<file path="config.mk">
export PLATFORM = sky130hd
export DESIGN_NAME = branch_resolve_flat
export DESIGN_NICKNAME = d
export VERILOG_FILES = /design/src/rtl/branch_resolve_if.sv /design/src/rtl/branch_resolve.sv /design/src/flat_wrapper.sv
export SDC_FILE = /design/constraint.sdc
export NUM_CORES = 1
export LEC_CHECK = 0
export ABC_AREA = 1
export CORE_ASPECT_RATIO = 1.75
export CORE_MARGIN = 2
export CORE_UTILIZATION = 50
export CTS_BUF_LIST = sky130_fd_sc_hd__clkbuf_2
export DETAILED_ROUTE_END_ITERATION = 6
export PLACE_DENSITY = 0.83
export SLEW_MARGIN = 20
export SYNTH_ARGS = -nofsm -noshare
export SYNTH_HDL_FRONTEND = slang
export SYNTH_SLANG_ARGS = --single-unit
</file>
<file path="constraint.sdc">
create_clock -name clk -period 4.3 [get_ports clk]
set_input_delay 0.645 -clock clk [delete_from_list [all_inputs] [get_ports clk]]
set_output_delay 0.645 -clock clk [all_outputs]
set_load 0.03 [all_outputs]
</file>
<file path="src/rtl/branch_resolve_if.sv">
// ============================================================================
// Module   : branch_resolve_if
// Brief    : Branch request (execute side) and redirect (fetch side) handshakes
// Revision : 1.0 - initial release
// ============================================================================
`default_nettype none

interface branch_resolve_if #(
  parameter int ADDR_W = 8
);
  logic              br_valid;
  logic              br_ready;
  logic [2:0]        br_type;
  logic [1:0]        comp;
  logic [ADDR_W-1:0] br_target;
  logic              redir_valid;
  logic              redir_ready;
  logic [ADDR_W-1:0] redir_pc;

  modport master (
    output br_valid, br_type, comp, br_target, redir_ready,
    input  br_ready, redir_valid, redir_pc
  );

  modport slave (
    input  br_valid, br_type, comp, br_target, redir_ready,
    output br_ready, redir_valid, redir_pc
  );
endinterface

`default_nettype wire

</file>
<file path="src/rtl/branch_resolve.sv">
// ============================================================================
// Module   : branch_resolve
// Brief    : Resolves hmmm jumps from zero-compare flags, redirects fetch, flushes
// Revision : 1.0 - initial release
// ============================================================================
`default_nettype none

module branch_resolve #(
  parameter int ADDR_W       = 8,
  parameter int FLUSH_CYCLES = 2,
  parameter int CNT_W        = 16
) (
  input  wire logic             clk,
  input  wire logic             rst_n,
  branch_resolve_if.slave       bus,
  output logic                  flush,
  output logic                  res_valid,
  output logic                  res_taken,
  output logic                  err,
  output logic [CNT_W-1:0]      taken_cnt
);

  localparam int c_FC_W = (FLUSH_CYCLES > 1) ? $clog2(FLUSH_CYCLES) : 1;
  localparam logic [c_FC_W-1:0] c_FLUSH_LAST =
      (FLUSH_CYCLES > 0) ? c_FC_W'(FLUSH_CYCLES - 1) : '0;
  localparam bit c_HAS_FLUSH = (FLUSH_CYCLES > 0);

  typedef enum logic [1:0] {
    S_IDLE     = 2'd0,
    S_REDIRECT = 2'd1,
    S_FLUSH    = 2'd2
  } state_t;

  state_t              r_state;
  state_t              w_state_nxt;
  logic [ADDR_W-1:0]   r_redir_pc;
  logic [c_FC_W-1:0]   r_fcnt;
  logic                r_res_valid;
  logic                r_res_taken;
  logic                r_err;
  logic [CNT_W-1:0]    r_cnt;

  logic w_accept;
  logic w_eq;
  logic w_gt;
  logic w_cond;
  logic w_illegal;
  logic w_taken;
  logic w_redir_hs;

  assign w_accept   = bus.br_valid & (r_state == S_IDLE);
  assign w_redir_hs = bus.redir_ready & (r_state == S_REDIRECT);
  assign w_eq       = bus.comp[1];
  assign w_gt       = bus.comp[0];

  always_comb begin
    w_cond = 1'b0;
    case (bus.br_type)
      3'b000:  w_cond = 1'b1;
      3'b001:  w_cond = w_eq;
      3'b010:  w_cond = ~w_eq;
      3'b011:  w_cond = w_gt;
      3'b100:  w_cond = ~w_eq & ~w_gt;
      default: w_cond = 1'b0;
    endcase
    // eq and gt together cannot come from a real comparator: never jump on it
    w_illegal = (bus.comp == 2'b11) || (bus.br_type > 3'b100);
    w_taken   = w_cond & ~w_illegal;
  end

  always_comb begin
    w_state_nxt = r_state;
    case (r_state)
      S_IDLE: begin
        if (w_accept && w_taken) w_state_nxt = S_REDIRECT;
      end
      S_REDIRECT: begin
        if (bus.redir_ready) w_state_nxt = c_HAS_FLUSH ? S_FLUSH : S_IDLE;
      end
      S_FLUSH: begin
        if (r_fcnt == '0) w_state_nxt = S_IDLE;
      end
      default: w_state_nxt = S_IDLE;
    endcase
  end

  always_ff @(posedge clk or negedge rst_n) begin
    if (!rst_n) begin
      r_state <= S_IDLE;
    end else begin
      r_state <= w_state_nxt;
    end
  end

  always_ff @(posedge clk or negedge rst_n) begin
    if (!rst_n) begin
      r_redir_pc  <= '0;
      r_fcnt      <= '0;
      r_res_valid <= 1'b0;
      r_res_taken <= 1'b0;
      r_err       <= 1'b0;
      r_cnt       <= '0;
    end else begin
      r_res_valid <= w_accept;
      if (w_accept) begin
        r_res_taken <= w_taken;
        if (w_illegal) r_err <= 1'b1;
        if (w_taken) begin
          r_redir_pc <= bus.br_target;
          if (r_cnt != '1) r_cnt <= r_cnt + CNT_W'(1);
        end
      end
      if (w_redir_hs) begin
        r_fcnt <= c_FLUSH_LAST;
      end else if (r_state == S_FLUSH && r_fcnt != '0) begin
        r_fcnt <= r_fcnt - c_FC_W'(1);
      end
    end
  end

  assign bus.br_ready    = (r_state == S_IDLE);
  assign bus.redir_valid = (r_state == S_REDIRECT);
  assign bus.redir_pc    = r_redir_pc;
  assign flush           = (r_state == S_FLUSH);
  assign res_valid       = r_res_valid;
  assign res_taken       = r_res_taken;
  assign err             = r_err;
  assign taken_cnt       = r_cnt;

endmodule

`default_nettype wire

</file>
<file path="src/flat_wrapper.sv">
// flat-port wrapper written by rule: the top's interface ports become plain ports
module branch_resolve_flat 
#(
  parameter int ADDR_W       = 8,
  parameter int FLUSH_CYCLES = 2,
  parameter int CNT_W        = 16
)
  (clk, rst_n, flush, res_valid, res_taken, err, taken_cnt, bus_br_valid, bus_br_type, bus_comp, bus_br_target, bus_redir_ready, bus_br_ready, bus_redir_valid, bus_redir_pc);
  branch_resolve_if #(.ADDR_W(ADDR_W)) bus_i ();
  input  wire logic clk;
  input  wire logic rst_n;
  output logic flush;
  output logic res_valid;
  output logic res_taken;
  output logic err;
  output logic [CNT_W-1:0] taken_cnt;
  input wire logic [$bits(bus_i.br_valid)-1:0] bus_br_valid;
  input wire logic [$bits(bus_i.br_type)-1:0] bus_br_type;
  input wire logic [$bits(bus_i.comp)-1:0] bus_comp;
  input wire logic [$bits(bus_i.br_target)-1:0] bus_br_target;
  input wire logic [$bits(bus_i.redir_ready)-1:0] bus_redir_ready;
  output wire logic [$bits(bus_i.br_ready)-1:0] bus_br_ready;
  output wire logic [$bits(bus_i.redir_valid)-1:0] bus_redir_valid;
  output wire logic [$bits(bus_i.redir_pc)-1:0] bus_redir_pc;
  assign bus_i.br_valid = bus_br_valid;
  assign bus_i.br_type = bus_br_type;
  assign bus_i.comp = bus_comp;
  assign bus_i.br_target = bus_br_target;
  assign bus_i.redir_ready = bus_redir_ready;
  assign bus_br_ready = bus_i.br_ready;
  assign bus_redir_valid = bus_i.redir_valid;
  assign bus_redir_pc = bus_i.redir_pc;
  branch_resolve #(.ADDR_W(ADDR_W), .FLUSH_CYCLES(FLUSH_CYCLES), .CNT_W(CNT_W)) u_core (.clk(clk), .rst_n(rst_n), .bus(bus_i), .flush(flush), .res_valid(res_valid), .res_taken(res_taken), .err(err), .taken_cnt(taken_cnt));
endmodule
</file>
==> metrics.txt <==
Root Driver=clkbuf_2; placed insts=322; Data arrival, critical path=1.73 ns; CTS Sinks=30; dpl cell area=2170 µm²; #FFs+latches synth=30; Power Density=368 nW/µm²; Pre-antenna DRT Iters=4; syn_nets=255; Critical Path RT=3.65 ns; Synth async-reset ratio=100%; largest net degree at the start of global routing=31; Hold Path Stages=2; mapped cell area=1680 µm²; Critical path origin=u_core.r_state[1]; number of global-route vias before repair=1,446; most common library cells after synthesis=nand2_1 (116), dfrtp_1 (30), nor2_1 (23); Seq pwr share=45.9%; clock latency on the worst-skew pair=0.39 ns; grt total ovfl=0; VDD IR max=0.000356 V; post-cts repair resize count=0; crit-path max FO=4; Int Pwr=493 µW; CTS tree=done; Syn Area/Cell=7.07 µm²; IO buf count=46; cell accounting for the most synthesized area=dfrtp_1; type of the tightest min-delay check=reg2reg; H-tree depth=2; Vias/cell=4.89; Post-synth EDFFs=0; Num CTS Buffers=5; DRT iter0 DRCs=51; clock power share=17.5%; final WL=3750 µm; Core Region=3180 µm²; total power=812 µW; highest clock rate=420 MHz; Layout area overhead=31.5%; switching power=319 µW; leakage power=1.10 nW; Seq/Total Area, Yosys=44.8%; CP Capture Type=output port; final setup margin=1.92 ns; first-pass GRT wire length=5970 µm; hold_buf cts=0; max-slew violations=0; skew final=0.0130 ns; Worst Hold Launch=u_core.r_fcnt; total setup buffers inserted after CTS=0; Non-Filler Instances=330; worst reg2reg path depth=8; initial cell density of the core=52.8%; Hold WS=0.496 ns; CTS max path bufs=2; RSZ-0062 raised after global routing=no; final setup violation count=0; post-route ant nets=0; Ant. Diodes=0; Slew @ Worst Pin=0.523 ns; Design Area, Final=2200 µm²; Max Cap Violations=0; TNS Setup=0 ns; Reg clk slew, reported paths=0.14 ns; Post-Syn Instances=237; Die Span Y=80.6 µm; Hold Vio Cnt, Final=0; I/O pins=47; Final Net Count=304; Placer Congestion=0.842; initial antenna violation count=0; minimum clock period after layout=2.38 ns; post-synth cell types=21; Post-Place Setup Slack=1.81 ns; Die X=47.8 µm; Reg-to-Reg End=u_core.taken_cnt[10]; row count=27; post-DP HPWL=2640 µm; worst setup path class=reg2out; internal reg-to-reg setup slack=2.46 ns; r2r startpoint=u_core.r_state[0]; slew margin rel.=65.0%; synth warn=0; Comb pwr share=36.6%; synth top area cells=dfrtp_1 (45%), nand2_1 (26%), nand3_1 (6.0%), nor2_1 (5.1%), inv_1 (4.3%); end point of the worst hold path=u_core.r_state[1]; outcome=complete, no violations; via count=1,613; startpoint type of the worst setup path=flop; # DRC=0; count leader, synth=nand2_1; GRT Overall Usage=21.6%; sw frac=39.3%; share of cells above drive strength 1=4.88%; fin crit share=55.3%; Main synth FF type=dfrtp_1; fin util=69.4%; Routed WL per cell=11.4 µm; die area=3850 µm²; top cell type's share of synthesized area=44.8%
==> worst max-delay path, stage by stage (launching register included) <==
cell	delay, ns
dfrtp_1	0.44
inv_1	0.07
nor2_1	0.15
clkdlybuf4s50_1	0.70
==> flip-flops by register name (all words and copies together) (netlist names) <==
signal and flops:
u_core.taken_cnt 16, u_core.bus.redir_pc 8, u_core.r_state 2, u_core.err 1, u_core.r_fcnt 1, u_core.res_taken 1, u_core.res_valid 1
==> cells by family after synthesis <==
| family | Yosys count | share of synthesized area, % |
|---|---|---|
| buf+inv | 24 | 6.19 |
| simple gates | 173 | 44.4 |
| compound gates | 5 | 1.79 |
| flops | 30 | 44.8 |
| xor+xnor | 4 | 2.09 |
| fa+ha+maj | 1 | 0.746 |
==> power by group through the flow <==
stage	Sequential (mW)	Combinational [mW]	Clock, mW
2_1_floorplan	0.456	0.0844	0
3_3_place_gp	0.377	0.293	0
3_5_place_dp	0.377	0.297	0
4_1_cts	0.373	0.300	0.145
5_1_grt	0.380	0.322	0.162
6_report	0.373	0.297	0.142
==> cell usage in the layout, fill, tap and decap left out, types with 4 or more instances in the layout <==
cell and count:
nand3b_1 4, inv_1 19, nand2_1 116, dfrtp_1 30, nand4_1 4, clkdlybuf4s50_1 46, clkbuf_2 6, nand3_1 20
nor2_1 23
==> layout make-up <==
class                   instances  area [µm²]
repair buffers                 47         468
multi-input cells             183         822
fillers                       288         971
clock inverters                 2        8.76
clock buffers                   6        30.0
flip-flops and latches         30         751
inverters                      19        71.3
well taps                      43        53.8
==> worst max path at each step <==
| stage | end | depth (start not counted) |
|---|---|---|
| global route | flush | 3 |
| CTS | flush | 3 |
| global placement | u_core.taken_cnt[10] | 9 |
| floorplan | u_core.taken_cnt[12] | 7 |
| detailed placement | u_core.taken_cnt[2] | 9 |
| finish | flush | 3 |
==> metal layers <==
metal / GRT usage [%] / vias up / wire (µm)
li1: - / 830 / -
met1: 25.4 / 732 / 1500
met2: 35.2 / 41 / 1990
met3: 4.72 / 10 / 155
met4: 10.5 / 0 / 108
met5: 0 / - / 0
No activity file was read; power rests on OpenSTA's default activity.
